### config.mk
export PLATFORM = sky130hd
export DESIGN_NAME = ifetch
export DESIGN_NICKNAME = d
export VERILOG_FILES = /design/src/rtl/ifetch.sv
export SDC_FILE = /design/constraint.sdc
export NUM_CORES = 1
export LEC_CHECK = 0
export BUFFER_PORTS_ARGS = -buffer_cell sky130_fd_sc_hd__buf_2
export CAP_MARGIN = 20
export CORE_MARGIN = 2
export CORE_UTILIZATION = 50
export DETAILED_ROUTE_END_ITERATION = 6
export HOLD_SLACK_MARGIN = 0.08
export PLACE_DENSITY = 0.67
export SLEW_MARGIN = 20
export SYNTH_ARGS = -nofsm -noshare
export SYNTH_HDL_FRONTEND = slang
export SYNTH_SLANG_ARGS = --single-unit
### constraint.sdc
create_clock -name clk -period 4.1 [get_ports clk]
set_input_delay 0.41 -clock clk [delete_from_list [all_inputs] [get_ports clk]]
set_output_delay 0.41 -clock clk [all_outputs]
set_load 0.05 [all_outputs]
### src/rtl/ifetch.sv
// ifetch: instruction fetch stage sitting behind the program counter.
//
// Fetches instruction bytes one at a time from memory over a req/ack
// handshake, buffers them with their addresses in a small prefetch FIFO and
// hands them to the decoder over valid/ready. A flush redirects fetch to a
// new PC and throws away everything buffered or still in flight.
//
// Ports
//   clk       in   1   rising-edge clock
//   rst       in   1   synchronous active-high reset
//   pc        in   AW  redirect target, only looked at while flush=1
//   flush     in   1   redirect fetch to pc, discard stale bytes
//   mem_addr  out  AW  read address, held while mem_req=1 until mem_ack
//   mem_req   out  1   read request
//   mem_ack   in   1   single-cycle completion, mem_data valid with it
//   mem_data  in   DW  read data
//   ins       out  DW  byte at the head of the FIFO (0 when empty)
//   ins_addr  out  AW  address of ins (0 when empty)
//   ins_vld   out  1   FIFO non-empty
//   ins_rdy   in   1   decoder takes the head when ins_vld & ins_rdy
module ifetch #(
  parameter int DEPTH = 4,
  parameter int AW    = 16,
  parameter int DW    = 8
) (
  input  logic          clk,
  input  logic          rst,
  input  logic [AW-1:0] pc,
  input  logic          flush,
  output logic [AW-1:0] mem_addr,
  output logic          mem_req,
  input  logic          mem_ack,
  input  logic [DW-1:0] mem_data,
  output logic [DW-1:0] ins,
  output logic [AW-1:0] ins_addr,
  output logic          ins_vld,
  input  logic          ins_rdy
);

  localparam int PW = $clog2(DEPTH);
  localparam int CW = PW + 1;

  // IDLE: no request. REQ: live request whose data is kept.
  // DROP: request issued before a flush; its data must be swallowed.
  typedef enum logic [1:0] {
    IDLE,
    REQ,
    DROP
  } state_t;

  state_t        state_q, state_d;
  logic [AW-1:0] fptr_q, fptr_d;
  logic [AW-1:0] maddr_q, maddr_d;
  logic [CW-1:0] count_q, count_d;
  logic [PW-1:0] rptr_q, rptr_d;
  logic [PW-1:0] wptr_q, wptr_d;
  logic [DW-1:0] data_q [DEPTH];
  logic [AW-1:0] addr_q [DEPTH];

  logic          pop;
  logic          push;
  logic [CW-1:0] countAfterPop;
  logic          creditIdle;
  logic          creditPush;

  // Credit is judged on the occupancy after this cycle's pop, so a pop on a
  // full FIFO lets a new request go out in the same cycle.
  always_comb begin
    pop           = (count_q != '0) && ins_rdy;
    countAfterPop = count_q - CW'(pop);
    creditIdle    = countAfterPop < CW'(DEPTH);
    creditPush    = (countAfterPop + CW'(1)) < CW'(DEPTH);
  end

  // Fetch control: decides the next request address and whether the ack
  // arriving this cycle is kept or discarded.
  always_comb begin
    state_d = state_q;
    fptr_d  = fptr_q;
    maddr_d = maddr_q;
    push    = 1'b0;
    case (state_q)
      IDLE: begin
        if (flush) begin
          fptr_d  = pc;
          maddr_d = pc;
          state_d = REQ;
        end else if (creditIdle) begin
          maddr_d = fptr_q;
          state_d = REQ;
        end
      end
      REQ: begin
        if (mem_ack) begin
          if (flush) begin
            fptr_d  = pc;
            maddr_d = pc;
          end else begin
            push   = 1'b1;
            fptr_d = fptr_q + AW'(1);
            if (creditPush) begin
              maddr_d = fptr_q + AW'(1);
            end else begin
              state_d = IDLE;
            end
          end
        end else if (flush) begin
          // The handshake cannot be withdrawn; finish it in DROP.
          fptr_d  = pc;
          state_d = DROP;
        end
      end
      DROP: begin
        if (flush) begin
          fptr_d = pc;
        end
        if (mem_ack) begin
          maddr_d = fptr_d;
          state_d = REQ;
        end
      end
      default: begin
        state_d = IDLE;
      end
    endcase
  end

  // FIFO pointer/occupancy bookkeeping; a flush empties it outright.
  always_comb begin
    rptr_d  = rptr_q;
    wptr_d  = wptr_q;
    count_d = count_q;
    if (flush) begin
      rptr_d  = '0;
      wptr_d  = '0;
      count_d = '0;
    end else begin
      if (push) begin
        wptr_d = wptr_q + PW'(1);
      end
      if (pop) begin
        rptr_d = rptr_q + PW'(1);
      end
      count_d = count_q + CW'(push) - CW'(pop);
    end
  end

  // Control registers.
  always_ff @(posedge clk) begin
    if (rst) begin
      state_q <= IDLE;
      fptr_q  <= '0;
      maddr_q <= '0;
      count_q <= '0;
      rptr_q  <= '0;
      wptr_q  <= '0;
    end else begin
      state_q <= state_d;
      fptr_q  <= fptr_d;
      maddr_q <= maddr_d;
      count_q <= count_d;
      rptr_q  <= rptr_d;
      wptr_q  <= wptr_d;
    end
  end

  // FIFO storage needs no reset: the outputs are gated by occupancy.
  always_ff @(posedge clk) begin
    if (push && !rst) begin
      data_q[wptr_q] <= mem_data;
      addr_q[wptr_q] <= maddr_q;
    end
  end

  assign mem_req  = (state_q != IDLE);
  assign mem_addr = maddr_q;
  assign ins_vld  = (count_q != '0);
  assign ins      = ins_vld ? data_q[rptr_q] : '0;
  assign ins_addr = ins_vld ? addr_q[rptr_q] : '0;

endmodule

==> summary.txt, run 1 <==
Placement
  • Gp weighted congestion: 0.889
  • Dpl cells: 719
  • Placed wire-length estimate: 8.72 mm
  • Number of I/O port buffers: 70

Critical path
  • Req. time, crit path: 4440 ps
  • Reg2reg start: count_q[2]
  • CP Launch Type: flop
  • Worst Path Max Fanout: 27
  • CP endpoint kind: flop
  • Arrival time at the worst endpoint: 3550 ps
  • Crit Path Category: flop to flop
  • Crit path from: count_q[2]

Detailed routing
  • DR pass1 iterations: 5
  • Detail Route Antenna Nets: 0
  • DRC viols: 0
  • Vias/cell: 5.74
  • WL/cell: 17.9 um
  • Vias: 4308
  • DRT iter0 DRCs: 338
  • Total Wirelength: 13.4 mm

Die
  • Rows: 41
  • Top-level port count: 71
  • Full die area: 13800 um^2
  • Core Region: 12600 um^2
  • Die span in x: 117 um
  • Starting density of the core: 0.511
  • Die height: 117 um

Timing
  • Max-slew violations: 0
  • Crit share post-route: 0.782
  • Worst Skew: 12.8 ps
  • Slew margin rel.: 0.405
  • Slew @ Worst Pin: 893 ps
  • Final hold violations: 0
  • Setup violators final: 0
  • Fmax: 312 MHz
  • Minimum clock period: 3200 ps
  • Setup Total Neg Slack: 0 ps
  • RSZ-0062 raised after global routing: false

Clock tree
  • Max H-tree Level: 4
  • Reg clk slew, reported paths: 60 ps
  • CTS tree: yes
  • Clock Tree Buf Depth: 2
  • Post-CTS sizing: 0
  • CTS Buf Count: 17
  • Hold buffer count at cts: 0
  • Clk_lat worst skew: 420 ps
  • Setup bufs post-CTS: 0
  • CTS Sinks: 139
  • Root buffer cell: clkbuf_16

Global routing
  • Initial antenna violation count: 0
  • Global-route usage over all layers: 0.201
  • Total grt overflow: 0
  • Largest net degree at the start of global routing: 38
  • First-pass GRT wire length: 21.6 mm
  • Vias in the first global route: 4123

Hold path
  • Min-delay worst type: input pin to flop
  • Hold path start: mem_data[2]

Run status
  • Run status: completed

Yosys
  • Syn avg cell area: 12.6 um^2
  • Dominant synthesized flop cell: edfxtp_1
  • Post-synth EDFFs: 96
  • Yosys warnings: 0
  • Post-synth cell types: 62
  • Post-synthesis sequential area ratio: 0.583
  • Seq cells post-synth: 139
  • FFs w/ async S/R, synth: 0
  • Post-synthesis instance area: 6420 um^2
  • Syn nets: 545
  • Synthesized instance count: 508

Layout
  • FF+latch area: 3740 um^2
  • # nets final: 603
  • Final Non-Filler Cells: 751
  • Area occupied by multi-input gates: 2460 um^2
  • Share of cells above drive strength 1: 0.249
  • Filler cell count: 1005
  • Layout overhead on the synthesized area: 16.4%
  • Antenna cell count: 0

Flow run
  • MaxCap Viol Count: 0

Pwr
  • LEAKAGE: 2.70 nW
  • Pwr dens: 474 nW/um^2
  • Peak VDD IR: 183 uV
## cells in the mapped netlist, drive strengths merged, types with 10 or more instances
| cell type | number | area share |
|---|---|---|
| edfxtp | 96 | 0.45 |
| mux4 | 24 | 0.084 |
| dfxtp | 43 | 0.13 |
| clkbuf | 23 | 0.013 |
| o21ai | 27 | 0.021 |
| nand3 | 15 | 0.012 |
| and2 | 31 | 0.030 |
| buf | 18 | 0.017 |
| xnor2 | 10 | 0.014 |
| a21oi | 21 | 0.017 |
| nand2 | 42 | 0.025 |
| mux2i | 17 | 0.026 |
| nor2 | 20 | 0.012 |
## path summary, 6_finish.rpt
path                        to  cells after the start  slack [ps]
setup / recovery  mem_addr[11]                     10         900
hold / removal    data_q[0][2]                      1         200
setup reg to reg  mem_addr[11]                     10         900
hold reg to reg           flop                      2         500
## layout make-up
type | instances | area share
clock inverters | 14 | 0.0238
multi-input cells | 320 | 0.328
well taps | 172 | 0.0288
clock buffers | 18 | 0.0574
repair buffers | 80 | 0.0569
flip-flops and latches | 139 | 0.501
inverters | 8 | 0.00402
## registers in the layout (all words and copies together), names as in the netlist, named ones only
name	count
count_q	3
rptr_q	2
mem_addr	16
addr_q	64
fptr_q	16
state_q	2
wptr_q	2
data_q	32
## routing by layer
metal,vias up,global-route usage,share of wire
met2,148,0.327,0.48
met1,2107,0.265,0.45
li1,2034,-,-
met3,19,0.0409,0.057
met4,0,0.0843,0.016
met5,-,0,0
## stage by stage
stage | total power, mW | instance area [um^2] | utilization | hold WS, ps | worst slack (ps)
global route | 3.66 | 7480 | 0.595 | 199 | 667
detailed placement | 2.00 | 6870 | 0.547 | 494 | 905
finish | 3.54 | 7480 | 0.595 | 202 | 895
global placement | 1.99 | 6870 | 0.547 | 484 | 1040
CTS | 3.57 | 7480 | 0.595 | 192 | 873
floorplan | 1.90 | 6420 | - | 469 | 1220
## layout by cell type (no fill, tap or decap), types with 3 or more instances in the layout
cell type / count
a211oi_1: 6
a21oi_1: 20
a31oi_1: 3
and2_1: 30
and3_1: 4
and4_1: 4
buf_2: 70
buf_4: 10
bufinv_16: 4
clkbuf_16: 17
clkinv_1: 4
clkinv_2: 5
dfxtp_1: 42
edfxtp_1: 96
ha_1: 7
inv_1: 6
mux2i_1: 17
mux4_2: 24
nand2_1: 42
nand2b_1: 8
nand3_1: 15
nand4_1: 7
nor2_1: 20
nor3_1: 7
nor4_1: 4
o211ai_1: 4
o21a_1: 8
o21ai_0: 27
o22ai_1: 4
o31ai_1: 7
or3_1: 3
xnor2_1: 10
xor2_1: 8
## power by group
part	leakage, nW	internal (mW)	switching [mW]
logic	1.17	0.116	0.242
registers	1.23	1.55	0.0631
clock network	0.298	1.01	0.566
total	2.70	2.67	0.871
## worst max-delay path, stage by stage, from the launching register on
cell and delay (ps):
dfxtp_1 420, or3_2 730, nand2_1 230, nor2_1 70, ha_1 370, nor4b_4 280, or3_1 190, a21oi_2 80
o31ai_4 230, buf_4 300, mux2i_1 230
## cell families (layout without fill, tap and decap cells)
family / after synthesis / count (layout) / share of synthesized area
and+or+nand+nor: 155 / 155 / 0.130
DFF: 139 / 139 / 0.583
AOI/OAI and AO/OA: 97 / 97 / 0.0992
buffers and inverters: 49 / 120 / 0.0347
muxes: 42 / 42 / 0.112
xor gates and xnor gates: 18 / 18 / 0.0245
adders and majority gates: 8 / 8 / 0.0168
Note: power is estimated with default switching activity, not from simulation.
==> run 2, diff against run 1 <==
==> constraint.sdc (replaced) <==
create_clock -name clk -period 3.3 [get_ports clk]
set_input_delay 0.33 -clock clk [delete_from_list [all_inputs] [get_ports clk]]
set_output_delay 0.33 -clock clk [all_outputs]
set_load 0.05 [all_outputs]
==> summary.txt, run 2 (same netlist as run 1, synthesis figures left out) <==
Run status
  • Run status: completed

Pwr
  • Internal: 3.19 mW (+19%)
  • Power share of the clock group: 0.433 (-0.011)
  • LEAKAGE: 2.70 nW (-0.14%)
  • Peak VDD IR: 433 uV (+140%)
  • Seq pwr share: 0.463 (+0.008)
  • Combinational power share: 0.104 (+0.003)
  • Pwr dens: 577 nW/um^2 (+22%)
  • Net Sw Power: 1.13 mW (+29%)
  • Switching fraction of total power: 0.261 (+0.0152)

Layout
  • Top reg by flops: addr_q
  • Commonest non-fill, non-tap cells in the layout: 96 x edfxtp_1, 70 x buf_2, 42 x nand2_1, 42 x dfxtp_1, 30 x and2_1
  • Layout overhead on the synthesized area: 16.6%
  • Fin area: 7490 um^2 (+0.17%)
  • # nets final: 607 (+0.66%)
  • Final Non-Filler Cells: 755 (+0.53%)
  • Max reg flops: 64 (unchanged)
  • Commonest non-fill, non-tap cell in the layout: edfxtp_1
  • Share of cells above drive strength 1: 0.259 (+0.0103)
  • Top flop regs: addr_q (64), data_q (32)
  • Antenna cell count: 0 (unchanged)

Placement
  • Dpl ws: 480 ps (-424 ps)
  • Number of I/O port buffers: 70 (unchanged)
  • Placed wire-length estimate: 8.96 mm (+2.8%)
  • Gp weighted congestion: 0.870 (-2.2%)
  • Placed inst area: 6900 um^2 (+0.44%)
  • Dpl cells: 723 (+0.56%)

Die
  • Core Region: 12600 um^2 (unchanged)
  • Top-level port count: 71 (unchanged)
  • Starting density of the core: 0.511 (unchanged)
  • Full die area: 13800 um^2 (unchanged)
  • Die height: 117 um (unchanged)
  • Rows: 41 (unchanged)
  • Die span in x: 117 um (unchanged)

Timing
  • Worst Skew: 15.2 ps (+2.35 ps)
  • Setup violators final: 0 (unchanged)
  • Slew @ Worst Pin: 679 ps (-214 ps)
  • Final hold violations: 0 (unchanged)
  • Setup Total Neg Slack: 0 ps (unchanged)
  • Minimum clock period: 2810 ps (-394 ps)
  • Slew margin rel.: 0.546 (+0.142)
  • Max-slew violations: 0 (unchanged)
  • Crit share post-route: 0.852 (+0.0702)
  • Fmax: 356 MHz (+14%)
  • RSZ-0062 raised after global routing: false
  • Setup WS post-layout: 489 ps (-406 ps)

Global routing
  • Vias in the first global route: 4150 (+0.65%)
  • M1 GR Usage: 0.266 (+0.00198)
  • Met3 usage: 0.0447 (+0.00389)
  • First-pass GRT wire length: 21.8 mm (+0.86%)
  • Largest net degree at the start of global routing: 36 (-5.3%)
  • GR Util met2: 0.333 (+0.00621)
  • Total grt overflow: 0 (unchanged)
  • Initial antenna violation count: 0 (unchanged)
  • GRT busiest layer: met2
  • Global-route usage over all layers: 0.202 (+0.00114)

Critical path
  • Worst path cell trace: or3_2 -> nand2_1 -> nor2_1 -> ha_1 -> nor4b_4 -> or3_1 -> a21oi_2 -> o31ai_4 -> buf_4 -> mux2i_1
  • Crit Path Category: flop to flop
  • Buf+Inv Stages, Crit Path: 1 (unchanged)
  • Worst path depth: 10 (unchanged)
  • Arrival time at the worst endpoint: 3160 ps (-390 ps)
  • CP Launch Type: flop
  • Slowest stage delay, CP: 530 ps (-200 ps)
  • Req. time, crit path: 3650 ps (-790 ps)
  • CP endpoint kind: flop
  • Reg2reg start: count_q[0]
  • Critical path's top delay family: simple AND/OR/NAND/NOR gates
  • Reg2Reg Depth: 10 (unchanged)
  • Crit path from: count_q[0]
  • Slowest cell on the critical path: or3_2
  • Worst Path Max Fanout: 16 (-41%)

Detailed routing
  • DR pass1 iterations: 5 (unchanged)
  • Total Wirelength: 13.4 mm (-0.12%)
  • WL/cell: 17.8 um (-0.65%)
  • DRC viols: 0 (unchanged)
  • Detail Route Antenna Nets: 0 (unchanged)
  • Vias: 4257 (-1.2%)
  • Vias/cell: 5.64 (-1.7%)
  • DRT iter0 DRCs: 384 (+14%)

Flow run
  • MaxCap Viol Count: 0 (unchanged)

Clock tree
  • Clock Tree Buf Depth: 2 (unchanged)
  • Clk_lat worst skew: 420 ps (about the same)
  • Setup bufs post-CTS: 0 (unchanged)
  • Post-CTS sizing: 0 (unchanged)
  • Reg clk slew, reported paths: 60 ps (about the same)
  • Root buffer cell: clkbuf_16
  • Hold buffer count at cts: 0 (unchanged)
  • CTS tree: yes
  • Max H-tree Level: 4 (unchanged)
  • CTS Sinks: 139 (unchanged)
  • CTS Buf Count: 17 (unchanged)

Hold path
  • Min-delay worst type: input pin to flop
  • Hold path start: mem_data[7]
  • Hold path depth: 1 (unchanged)
## run 2: layout make-up
class	count	area (um^2)
Tap cell	172	215
Timing Repair Buffer	84	455
Clock inverter	15	164
Inverter	8	30.0
Sequential cell	139	3740
Multi-Input combinational cell	320	2460
Clock buffer	17	425
Fill cell	1005	5080
## run 2: metrics by stage
step | power (mW) | util | hold WS (ps)
5_1_grt | 4.46 | 0.596 | 118
6_report | 4.32 | 0.596 | 130
4_1_cts | 4.36 | 0.596 | 115
3_3_place_gp | 2.48 | 0.549 | 483
2_1_floorplan | 2.36 | - | 429
3_5_place_dp | 2.49 | 0.549 | 492
## run 2: power groups by stage
stage | Clock, mW | Sequential [mW] | Combinational, mW
after detailed placement | 0 | 2.04 | 0.453
after floorplan | 0 | 2.08 | 0.287
after CTS | 1.91 | 2.00 | 0.454
after global routing | 1.96 | 2.01 | 0.485
final | 1.87 | 2.00 | 0.451
after global placement | 0 | 2.03 | 0.446
## run 2: worst paths after layout
check                                     to  slack (ps)
worst min register to register     wptr_q[1]         510
worst max register to register  mem_addr[14]         490
worst min-delay path            data_q[2][7]         130
worst max-delay path            mem_addr[14]         490
## run 2: metal layers
| layer | vias to the layer above | part of all wire |
|---|---|---|
| met5 | - | 0 |
| met4 | 0 | 0.013 |
| met3 | 15 | 0.053 |
| met2 | 129 | 0.49 |
| met1 | 2081 | 0.44 |
| li1 | 2032 | - |
